`config.mk`:
```
export PLATFORM = sky130hd
export DESIGN_NAME = uart_baud_ctrl
export DESIGN_NICKNAME = d
export VERILOG_FILES = /design/src/rtl/uart_baud_ctrl.sv
export SDC_FILE = /design/constraint.sdc
export NUM_CORES = 1
export LEC_CHECK = 0
export CAP_MARGIN = 40
export CORE_ASPECT_RATIO = 1.1
export CORE_MARGIN = 3
export CORE_UTILIZATION = 38
export CTS_CLUSTER_DIAMETER = 150
export DETAILED_ROUTE_END_ITERATION = 16
export PLACE_DENSITY_LB_ADDON = 0.2
export SLEW_MARGIN = 20
export SYNTH_ARGS = -nofsm -noshare
export SYNTH_HDL_FRONTEND = slang
export SYNTH_SLANG_ARGS = --single-unit
```
`constraint.sdc`:
```
create_clock -name clk -period 3.65 [get_ports clk]
set_input_delay 0.365 -clock clk [delete_from_list [all_inputs] [get_ports clk]]
set_output_delay 0.365 -clock clk [all_outputs]
set_load 0.05 [all_outputs]
```
`src/rtl/uart_baud_ctrl.sv`:
```
// Runtime-programmable UART baud tick generator: oversampling tick, per-bit tick,
// divisor updates deferred to a bit boundary, and start-edge phase resync.
module uart_baud_ctrl #(
    parameter int unsigned CLK_FREQ     = 50_000_000,
    parameter int unsigned DEFAULT_BAUD = 19200,
    parameter int unsigned OVERSAMPLING = 16,
    parameter int unsigned NB_DIV       = 16
) (
    input  logic              clk,
    input  logic              i_rst_n,
    input  logic              i_enable,
    input  logic              i_cfg_valid,
    input  logic [NB_DIV-1:0] i_cfg_div,
    output logic              o_cfg_ready,
    output logic              o_cfg_err,
    input  logic              i_resync,
    output logic              o_tick,
    output logic              o_bit_tick,
    output logic [NB_DIV-1:0] o_div
);

    localparam int unsigned OC_W = (OVERSAMPLING > 2) ? $clog2(OVERSAMPLING) : 1;
    localparam logic [NB_DIV-1:0] DIV_RST = NB_DIV'(CLK_FREQ / DEFAULT_BAUD / OVERSAMPLING);
    localparam logic [OC_W-1:0]   OC_MAX  = OC_W'(OVERSAMPLING - 1);

    typedef enum logic [1:0] {
        ST_OFF  = 2'd0,
        ST_RUN  = 2'd1,
        ST_PEND = 2'd2
    } state_t;

    state_t            state_q, state_d;
    logic [NB_DIV-1:0] div_q, div_d;
    logic [NB_DIV-1:0] shd_q, shd_d;
    logic [NB_DIV-1:0] cc_q, cc_d;
    logic [OC_W-1:0]   oc_q, oc_d;
    logic              err_q, err_d;

    logic cc_last, oc_last, accept, cfg_legal, resync_c, tick_c, bit_tick_c;

    // Tick decode; a resync only counts while enabled and running
    always_comb begin
        cc_last    = (cc_q == (div_q - NB_DIV'(1)));
        oc_last    = (oc_q == OC_MAX);
        accept     = i_cfg_valid && (state_q != ST_PEND);
        cfg_legal  = (i_cfg_div >= NB_DIV'(2));
        resync_c   = i_enable && i_resync && (state_q != ST_OFF);
        tick_c     = (state_q != ST_OFF) && cc_last && !resync_c;
        bit_tick_c = tick_c && oc_last;
    end

    always_ff @(posedge clk or negedge i_rst_n) begin
        if (!i_rst_n) begin
            state_q <= ST_OFF;
            div_q   <= DIV_RST;
            shd_q   <= DIV_RST;
            cc_q    <= '0;
            oc_q    <= '0;
            err_q   <= 1'b0;
        end else begin
            state_q <= state_d;
            div_q   <= div_d;
            shd_q   <= shd_d;
            cc_q    <= cc_d;
            oc_q    <= oc_d;
            err_q   <= err_d;
        end
    end

    always_comb begin
        state_d = state_q;
        div_d   = div_q;
        shd_d   = shd_q;
        cc_d    = cc_q;
        oc_d    = oc_q;
        err_d   = accept && !cfg_legal;

        case (state_q)
            ST_OFF: begin
                cc_d = '0;
                oc_d = '0;
                if (accept && cfg_legal) begin
                    div_d = i_cfg_div;
                end
                if (i_enable) begin
                    state_d = ST_RUN;
                end
            end
            ST_RUN, ST_PEND: begin
                if (!i_enable) begin
                    // Stopping never discards an update, pending or just offered
                    state_d = ST_OFF;
                    cc_d    = '0;
                    oc_d    = '0;
                    if (state_q == ST_PEND) begin
                        div_d = shd_q;
                    end else if (accept && cfg_legal) begin
                        div_d = i_cfg_div;
                    end
                end else begin
                    if (resync_c) begin
                        cc_d = '0;
                        oc_d = '0;
                    end else if (cc_last) begin
                        cc_d = '0;
                        oc_d = oc_last ? '0 : oc_q + OC_W'(1);
                    end else begin
                        cc_d = cc_q + NB_DIV'(1);
                    end

                    if (state_q == ST_PEND) begin
                        if (bit_tick_c) begin
                            div_d   = shd_q;
                            state_d = ST_RUN;
                        end
                    end else if (accept && cfg_legal) begin
                        shd_d   = i_cfg_div;
                        state_d = ST_PEND;
                    end
                end
            end
            default: begin
                state_d = ST_OFF;
                cc_d    = '0;
                oc_d    = '0;
            end
        endcase
    end

    assign o_tick      = tick_c;
    assign o_bit_tick  = bit_tick_c;
    assign o_cfg_ready = (state_q != ST_PEND);
    assign o_cfg_err   = err_q;
    assign o_div       = div_q;

endmodule

```
Yosys cells after proc, flatten, opt, wreduce, memory -nomap -nowiden:

Cells that the tools add are included.

* add/sub/neg operators: 3
* magnitude comparators: 1
* equal/unequal tests: 11
* muxes and demuxes: 21
* bitwise logic cells: 1
* reductions and logical operators: 17

Operators by type and width (number)
* 16-bit 2-to-1 mux: 9
* 16-bit case mux with 2 select lines: 1
* 4-bit 2-to-1 mux: 5
* 16-bit by 1-bit adder with 16-bit output, second input constant: 1
* 16-bit equality test: 1
* 16-bit by 2-bit >= comparator with 1-bit output, second input constant: 1
* 16-bit by 1-bit subtractor with 16-bit output, second input constant: 1
* 4-bit inequality test, second input constant: 3
* 2-bit 2-to-1 mux: 5
* 1-bit logical AND: 8
* 3-bit inequality test, second input constant: 2
* 3-bit AND reduction: 2
* 4-bit by 1-bit adder with 4-bit output, second input constant: 1
* 4-bit equality test, second input constant: 1
* 2-bit inequality test, second input constant: 2
* 2-bit case mux with 2 select lines: 1
* 4-bit AND reduction: 1
* 2-bit nonzero test: 2
* 2-bit by 1-bit equality test with 1-bit output, second input constant: 1
* 2-bit equality test, second input constant: 1
* 1-bit zero test: 2
* 2-bit zero test: 1
* 2-bit OR reduction: 1
* 1-bit NOT: 1

* bits in registers: 55
* bits of input ports: 21

Longest topological paths before layout:

Gate-level depths: netlist of the first run.

* word-level depth: 9
* gate-level depth with buffers: 12
* depth with buffers taken out: 9

Worst setup path before layout of the first run:

OpenSTA, ideal clock, no wires.

* path kind: reg-to-output
* start: reg div_q[0] (netlist: o_div[0])
* end: out o_tick
* arrival: 3.428 ns
* data required time: 3.285 ns
* setup slack: -0.143 ns
* cell stages (with the launch flop): 10
* buffers on the path: 1
* cell sequence: dfrtp_1 inv_1 ha_1 nor4b_1 nand3_1 xnor2_1 a2111oi_2 nand4b_1 clkbuf_1 nor3b_1

* longest elaborated chain between the ends: 4

RTL lines
* start, declared: RTL line 33 `logic [NB_DIV-1:0] div_q, div_d;`
* start signal, assigned: RTL line 62 `div_q <= div_d;`
* 16-bit by 1-bit subtractor with 16-bit output: RTL line 43 `cc_last = (cc_q == (div_q - NB_DIV'(1)));`
* 16-bit equality test: RTL line 43
* 1-bit logical AND (2 in a row): RTL line 48 `tick_c = (state_q != ST_OFF) && cc_last && !resync_c;`
* end, declared: RTL line 17 `output logic o_tick,`

No other way between the ends.

Final worst setup path of the first run:

Same ends and word-level chain as after synthesis.

==> out/metrics.cfg, run 1 <==
[sta]
finalSetupViolCount=0
fin_crit_sh_pct=90.7
min_period_ns=3.31
fin_skew_ns=0.00631
finalHoldViolCount=0
relSlewSlack_pct=53.0
max_freq_ghz=0.302
slew_viol_final=0
tightest_slew_ns=0.705
setup_tns_ns=0
layout_setup_ws_ns=0.341
rsz0062_at_grt=no

[pwr]
p_sw_share_pct=47.0
seqPwrFrac_pct=34.2
power_frac_comb_pct=54.2
peakVddDrop_mv=0.321
netSwitchingPower_w=0.00153
power.clock.fraction_pct=11.6
power_leakage_nw=1.63
powerDensity_nw_per_um2=805
intPower_w=0.00173

[place]
dp_hpwl_mm=5.83
place_congestion=0.849
pre_cts_ws_ns=0.392
io_buffers=40

[floorplanning]
initial_core_util_pct=39.7
die_h_um=105
die_w_um=96.1
dieArea_um2=10100
fp-row-count=35
ioPinCount=41
core_region_area_um2=8540

[clock_tree]
cts_tree=built
insertion_delay_ns=0.31
htree_num_levels=2
clkSinkCount=55
cts_buffers=5
clkSlewWorstSetupHoldPaths_ns=0.10
cts_buffer_depth=2
root_buffer=clkbuf_8

[worst_setup_path]
cp_num_buf_inv=3
path_cells=inv_1 > ha_1 > nor4b_2 > nand3_1 > xnor2_1 > a2111oi_2 > nand4b_1 > buf_4 > nor3b_2 > buf_12
crit_family=simple AND/OR/NAND/NOR gates
crit_fanout=16
worst_setup_path_start_kind=flop
reg2reg_to=o_div[10]
critPathMaxStageDelay_ns=0.47
crit_path_end_kind=output port
critPathSlowestCell=dfrtp_1
critical_path.endpoint=o_tick
r2r_cells=10
ff2ff_setup_slack_ns=0.53
crit_path_start=o_div[0]
critPathRequiredTime_ns=3.28
crit_arrival_ns=2.94
path_class=reg -> out
rr_startpoint=o_div[0]
cp_num_cells=10

[finish]
antenna_cells=0
nets=429
multi_input_area_um2=1870
syn_to_final_growth_pct=19.3
layout-drive-gt1-share_pct=12.2
fillers=823
seq_area_um2=1380

[synth]
syn_nets=392
ys.flop_type=dfrtp_1
yosys-top-cells-area=dfrtp_1 (36%), nor2_1 (7.1%), mux2_2 (5.3%)
synth_top_cell_area_share_pct=36.2
ys.warnings.count=0
syn_area_um2=3390
synth_seq_cells=55
synth.avg_cell_area_um2=9.31
synthDistinctLibCells=55
synthArstFlopShare_pct=100
synth.largest_area_cell=dfrtp_1
synth-edff-count=0
synth_cells=364
ys_seq_area_share_pct=40.8

[drt]
wl_per_cell_um=15.4
ant_nets=0
first_pass_iters=4
drc_errors=0
dr_total_vias=2765
via_per_inst=5.39
totalWireLength_mm=7.89
drt_iter0_markers=140

[global_route]
antenna_found_initial=0
grt_pass1_vias=2652
grt_max_degree=36
grt.total_usage_pct=16.5
grt_overflow=0
grt_pass1_wl_mm=13.4

[worst_hold_path]
hold_class=in -> async

[outcome]
status=finished, final reports clean

[flow_run]
cap_violations=0

cell usage in the layout, fill, tap and decap left out, types with 7 or more instances in the layout:
cell type        netlist  routed
dfrtp_1               49      49
inv_1                 12      12
buf_4                  2       7
clkdlybuf4s50_1        0      37
nor2_1                64      64
nand2_1               17      17
o32a_1                16      16
xor2_1                16      16
xnor2_1               14      14
ha_1                   7       7
nand3_1               11      11
a21oi_1               30      30
nand4_1                8       8
mux2_2                16      16
area by class of cell:
type                            instances  area share, %
Inverter                               13           1.21
Multi-Input combinational cell        277           46.3
Sequential cell                        55           34.2
Timing Repair Buffer                   49           12.3
Tap cell                              111           3.43
Clock inverter                          2          0.495
Clock buffer                            6           2.04
logic make-up (layout without fill, tap and decap cells):
| family | after synthesis | after routing | synth area share [%] |
|---|---|---|---|
| and+or+nand+nor | 146 | 146 | 22.2 |
| AOI/OAI and AO/OA | 71 | 71 | 14.5 |
| DFF | 55 | 55 | 40.8 |
| buffers and inverters | 32 | 70 | 4.36 |
| xor gates and xnor gates | 31 | 31 | 8.42 |
| muxes | 22 | 22 | 7.09 |
| adders and majority gates | 7 | 7 | 2.58 |
synth_stat cells (4+ instances only):
master and number:
clkbuf_1 11, nand3_1 11, inv_1 12, nor4_1 4
xnor2_1 14, mux2_2 16, nand2_1 17, nor2_1 64
dfstp_2 6, o32a_1 16, nand4_1 8, nor3_1 6
mux2i_1 6, ha_1 7, and3_1 6, o21ai_0 6
a21oi_1 30, dfrtp_1 49, xor2_1 16, and2_1 4
power by group through the flow:
stage          Clock [W]  Combinational, W  Sequential (W)
6_report        0.000377           0.00177         0.00111
5_1_grt         0.000419           0.00193         0.00115
4_1_cts         0.000391           0.00177         0.00111
3_5_place_dp           0           0.00177         0.00112
3_3_place_gp           0           0.00174         0.00112
2_1_floorplan          0           0.00107         0.00133
per-layer routing:
metal / vias up / routed length [µm] / track usage, %
met4: 0 / 99 / 3.96
li1: 1379 / - / -
met5: - / 0 / 0
met3: 8 / 211 / 2.59
met2: 53 / 3690 / 24.9
met1: 1325 / 3890 / 24.7
state kept, by name, summed over array words and instances, names as in the netlist:
register,cells
o_cfg_err,1
cc_q,16
state_q,2
o_div,16
oc_q,4
shd_q,16
through the flow:
stage | hold slack (ns) | total power [W] | util [%] | area, µm² | cells
after floorplan | 0.0694 | 0.00240 | - | 3390 | 364
after global placement | 0.490 | 0.00286 | 45.7 | 3910 | 503
after detailed placement | 0.495 | 0.00289 | 45.7 | 3910 | 503
after CTS | 0.149 | 0.00328 | 46.9 | 4010 | 511
after global routing | 0.399 | 0.00351 | 47.4 | 4050 | 513
final | 0.398 | 0.00326 | 47.4 | 4050 | 513
repair_timing:
item | CTS | global route
resized for setup | 0 | 1
buffers inserted | 0 | 0
hold buffers | 0 | 1
endpoints found under the setup margin | 0 | 2
hold endpoints to repair | 0 | 1
how the worst min path moves through the flow:
| stage | from | end |
|---|---|---|
| finish | i_rst_n | oc_q[0] |
| detailed placement | i_rst_n | oc_q[0] |
| CTS | i_rst_n | o_div[8] |
| global placement | shd_q[8] | shd_q[8] |
| global route | i_rst_n | oc_q[0] |
| floorplan | i_rst_n | cc_q[0] |
No activity file was read; power rests on OpenSTA's default activity.
==> run 2, diff against run 1 <==
- CORE_UTILIZATION: 38 -> 50
==> out/metrics.cfg, run 2 (synthesized netlist as in run 1, its figures left out) <==
[outcome]
status=finished, final reports clean  ; unchanged

[drt]
drt_iter0_markers=192  ; was 140
via_per_inst=5.83  ; was 5.39
drc_errors=0  ; unchanged
totalWireLength_mm=7.50  ; was 7.89 mm
dr_total_vias=2811  ; was 2765
first_pass_iters=5  ; was 4
wl_per_cell_um=15.6  ; was 15.4 µm
ant_nets=0  ; unchanged

[sta]
layout_setup_ws_ns=0.351  ; was 0.341 ns
finalSetupViolCount=0  ; unchanged
min_period_ns=3.30  ; was 3.31 ns
fin_hold_ws_ns=0.484  ; was 0.398 ns
max_freq_ghz=0.303  ; was 0.302 GHz
setup_tns_ns=0  ; unchanged
fin_skew_ns=0.00453  ; was 0.00631 ns
relSlewSlack_pct=53.1  ; was 53.0%
slew_viol_final=0  ; unchanged
tightest_slew_ns=0.704  ; was 0.705 ns
finalHoldViolCount=0  ; unchanged
fin_crit_sh_pct=90.4  ; was 90.7%
rsz0062_at_grt=no  ; unchanged

[clock_tree]
cts_tree=built  ; unchanged
clkSlewWorstSetupHoldPaths_ns=0.11  ; was 0.10 ns
cts_buffers=5  ; unchanged
cts_buffer_depth=2  ; unchanged
htree_num_levels=2  ; unchanged
post-cts-setup-buffer-count=0  ; unchanged
clkSinkCount=55  ; unchanged
root_buffer=clkbuf_8  ; unchanged
insertion_delay_ns=0.32  ; was 0.31 ns

[flow_run]
cap_violations=0  ; unchanged

[worst_setup_path]
critPathSlowestCell=dfrtp_1  ; unchanged
critPathRequiredTime_ns=3.28  ; about the same
path_class=reg -> out  ; unchanged
crit_family=simple AND/OR/NAND/NOR gates  ; unchanged
critPathMaxStageDelay_ns=0.48  ; was 0.47 ns
crit_fanout=16  ; unchanged
crit_arrival_ns=2.93  ; was 2.94 ns
cp_num_buf_inv=3  ; unchanged
crit_path_end_kind=output port  ; unchanged
crit_path_start=o_div[0]  ; unchanged
worst_setup_path_start_kind=flop  ; unchanged
path_cells=inv_1 > ha_1 > nor4b_2 > nand3_1 > xnor2_1 > a2111oi_2 > nand4b_1 > buf_4 > nor3b_2 > buf_12  ; unchanged
rr_startpoint=o_div[0]  ; unchanged

[pwr]
powerDensity_nw_per_um2=810  ; was 805 nW/µm²
peakVddDrop_mv=0.426  ; was 0.321 mV
power_leakage_nw=1.62  ; was 1.63 nW

[finish]
layout-drive-gt1-share_pct=12.2  ; unchanged
syn_to_final_growth_pct=18.2  ; was 19.3%
fillers=570  ; was 823
layout_commonest_cell=nor2_1  ; unchanged
stdcell_count=482  ; was 513
nets=429  ; unchanged
layout_common_cells=nor2_1 (64), dfrtp_1 (49), clkdlybuf4s50_1 (37)  ; unchanged
fin_util_pct=62.8  ; was 47.4%
antenna_cells=0  ; unchanged

[floorplanning]
die_w_um=84.5  ; was 96.1 µm
core_region_area_um2=6380  ; was 8540 µm²
ioPinCount=41  ; unchanged
dieArea_um2=7800  ; was 10100 µm²
initial_core_util_pct=53.1  ; was 39.7%
fp-row-count=30  ; was 35
die_h_um=92.4  ; was 105 µm

[place]
place_congestion=0.873  ; was 0.849
dp_hpwl_mm=5.42  ; was 5.83 mm
pre_cts_ws_ns=0.435  ; was 0.392 ns
dpl.cell_count=472  ; was 503
io_buffers=40  ; unchanged

[worst_hold_path]
hold_class=in -> async  ; unchanged

[global_route]
grt.total_usage_pct=19.7  ; was 16.5%
grt_overflow=0  ; unchanged
grt_pass1_wl_mm=12.5  ; was 13.4 mm
grt_pass1_vias=2555  ; was 2652
antenna_found_initial=0  ; unchanged
grt_max_degree=36  ; unchanged

-- run 2: cell types whose count changed in the layout (fill, tap and decap cells not counted) --
cell / change
clkinv_4: -1
clkbuf_8: -1
clkinvlp_4: +1
inv_6: +1
buf_12: -1
buf_16: +1
-- run 2: final timing paths --
kind	end	slack [ns]	depth (start not counted)
setup / recovery	o_tick	0.35	10
hold / removal	cc_q[5]	0.48	2
setup reg to reg	o_div[4]	0.54	10
hold reg to reg	shd_q[6]	0.52	1
max in group asynchronous	o_div[1]	2.50	3
min in group clk	shd_q[6]	0.52	1
-- run 2: repair_timing --
action	4_1_cts	5_1_grt
hold buffers	0	1
resized for setup	0	1
setup endpoints to repair	0	1
endpoints found under the hold margin	0	12
-- run 2: metrics by stage --
step,area [µm²],total power [W]
floorplan,3390,0.00240
global placement,3870,0.00283
detailed placement,3870,0.00287
CTS,3960,0.00324
global route,4010,0.00347
finish,4010,0.00324
-- run 2: worst reg2reg max path, cell delays in order, from the launching register on --
cell       delay (ns)
dfrtp_1          0.48
inv_1            0.09
ha_1             0.35
nor4b_2          0.35
nand3_1          0.14
xnor2_1          0.17
a2111oi_2        0.28
nand4b_1         0.14
buf_4            0.21
o21ba_1          0.39
o32a_1           0.41
-- run 2: area by class of cell --
cell class / count / area, µm² / share of cell area, %
clock buffers: 5 / 68.8 / 1.72
inverters: 13 / 48.8 / 1.22
flip-flops and latches: 55 / 1380 / 34.5
multi-input cells: 277 / 1870 / 46.7
repair buffers: 49 / 505 / 12.6
clock inverters: 3 / 27.5 / 0.687
well taps: 80 / 100 / 2.50
-- run 2: routing by layer --
layer  share of wire (%)  track usage [%]  vias up  routed length, µm
li1                    -                -     1385                  -
met1                  48             28.6     1368               3630
met5                   0                0        -                  0
met2                  47             30.7       50               3560
met3                 2.7             2.67        8                201
met4                 1.4             5.54        0                108
-- run 2: where the power goes --
group	leakage [nW]	internal (W)	switching, W	total [W]
Combinational	0.891	0.000726	0.00104	0.00176
Sequential	0.686	0.000840	0.000270	0.00111
Clock	0.0467	0.000143	0.000229	0.000372
Total	1.62	0.00171	0.00154	0.00324
==> run 3, diff against run 2 <==
- CTS_CLUSTER_SIZE: not set -> 16
- MAX_ROUTING_LAYER: not set -> met4
==> out/metrics.cfg, run 3 (synthesized netlist as in run 1, its figures left out) <==
[place]
place_area_um2=3870  ; unchanged
dp_hpwl_mm=5.42  ; unchanged
dpl.cell_count=472  ; unchanged
place_congestion=0.887  ; was 0.873
io_buffers=40  ; unchanged

[floorplanning]
die_w_um=84.5  ; unchanged
initial_core_util_pct=53.1  ; unchanged
dieArea_um2=7800  ; unchanged
core_region_area_um2=6380  ; unchanged
die_h_um=92.4  ; unchanged
ioPinCount=41  ; unchanged
fp-row-count=30  ; unchanged

[worst_setup_path]
crit_family=simple AND/OR/NAND/NOR gates  ; unchanged
crit_path_end_kind=output port  ; unchanged
worst_setup_path_start_kind=flop  ; unchanged
crit_arrival_ns=2.93  ; about the same
cp_num_buf_inv=3  ; unchanged
critPathSlowestCell=dfrtp_1  ; unchanged
path_cells=inv_1 > ha_1 > nor4b_2 > nand3_1 > xnor2_1 > a2111oi_2 > nand4b_1 > buf_4 > nor3b_2 > buf_12  ; unchanged
r2r_cells=10  ; unchanged
cp_num_cells=10  ; unchanged
critPathMaxStageDelay_ns=0.48  ; about the same
path_class=reg -> out  ; unchanged
crit_fanout=16  ; unchanged
critPathRequiredTime_ns=3.28  ; about the same

[clock_tree]
htree_num_levels=2  ; unchanged
insertion_delay_ns=0.32  ; about the same
post-cts-setup-buffer-count=0  ; unchanged
cts_tree=built  ; unchanged
clkSlewWorstSetupHoldPaths_ns=0.11  ; about the same
cts_buffer_depth=2  ; unchanged
cts_buffers=5  ; unchanged
clkSinkCount=55  ; unchanged
root_buffer=clkbuf_8  ; unchanged

[outcome]
status=finished, final reports clean  ; unchanged

[sta]
finalSetupViolCount=0  ; unchanged
finalHoldViolCount=0  ; unchanged
tightest_slew_ns=0.704  ; about the same
slew_viol_final=0  ; unchanged
fin_hold_ws_ns=0.482  ; was 0.484 ns
fin_skew_ns=0.00616  ; was 0.00453 ns
setup_tns_ns=0  ; unchanged
relSlewSlack_pct=53.1  ; about the same
max_freq_ghz=0.303  ; about the same
fin_crit_sh_pct=90.3  ; was 90.4%
rsz0062_at_grt=no  ; unchanged
min_period_ns=3.30  ; about the same

[drt]
wl_per_cell_um=15.6  ; about the same
drc_errors=0  ; unchanged
totalWireLength_mm=7.54  ; was 7.50 mm
dr_total_vias=2805  ; was 2811
drt_iter0_markers=172  ; was 192
first_pass_iters=4  ; was 5
ant_nets=0  ; unchanged
via_per_inst=5.82  ; was 5.83

[finish]
layout_common_cells=nor2_1 (64), dfrtp_1 (49), clkdlybuf4s50_1 (37)  ; unchanged
layout-drive-gt1-share_pct=12.2  ; unchanged
layout_commonest_cell=nor2_1  ; unchanged
antenna_cells=0  ; unchanged
final_cell_area_um2=4010  ; unchanged
syn_to_final_growth_pct=18.2  ; unchanged
fin_util_pct=62.8  ; unchanged
nets=429  ; unchanged
stdcell_count=482  ; unchanged

[global_route]
grt_pass1_wl_mm=12.6  ; was 12.5 mm
grt_max_degree=36  ; unchanged
grt.total_usage_pct=20.2  ; was 19.7%
grt_overflow=0  ; unchanged
grt_pass1_vias=2558  ; was 2555
antenna_found_initial=0  ; unchanged

[flow_run]
cap_violations=0  ; unchanged

[pwr]
powerDensity_nw_per_um2=810  ; about the same
peakVddDrop_mv=0.426  ; about the same
power_leakage_nw=1.62  ; unchanged

[worst_hold_path]
hold_class=in -> async  ; unchanged

-- run 3: cell counts in the layout (fill, tap and decap cells not counted) --
No cell type changed its count.
-- run 3: cell type report --
type | instances | area, µm²
fillers | 570 | 2370
multi-input cells | 277 | 1870
flip-flops and latches | 55 | 1380
repair buffers | 49 | 505
well taps | 80 | 100
clock buffers | 5 | 68.8
inverters | 13 | 48.8
clock inverters | 3 | 27.5
-- run 3: layer usage --
metal	global-route usage, %	vias up	share of wire, %
li1	-	1379	-
met1	28.7	1368	48
met2	30.7	50	48
met3	2.67	8	3.0
met4	5.54	0	1.4
met5	-	-	0
-- run 3: worst paths after layout --
path | slack, ns | start | to
worst max register to register | 0.54 | o_div[0] | o_div[4]
worst min-delay path | 0.48 | i_rst_n | cc_q[2]
max in group asynchronous | 2.50 | i_rst_n | o_div[1]
min in group clk | 0.52 | shd_q[6] | shd_q[6]
worst max-delay path | 0.35 | o_div[0] | o_tick
worst min register to register | 0.52 | shd_q[6] | shd_q[6]
-- run 3: stage by stage --
stage / total power, W / worst slack [ns]
finish: 0.00324 / 0.353
global route: 0.00347 / 0.0999
CTS: 0.00324 / 0.212
detailed placement: 0.00287 / 0.435
global placement: 0.00283 / 0.541
floorplan: 0.00240 / 0.342
-- run 3: timing repair --
item / CTS / global route
hold endpoints to repair: 0 / 12
setup endpoints to repair: 0 / 1
resized for setup: 0 / 1
hold buffers: 0 / 1
-- run 3: where the power goes --
part | internal (W) | switching [W] | total, W
combinational | 0.000727 | 0.00104 | 0.00176
sequential | 0.000840 | 0.000272 | 0.00111
clock | 0.000143 | 0.000227 | 0.000370
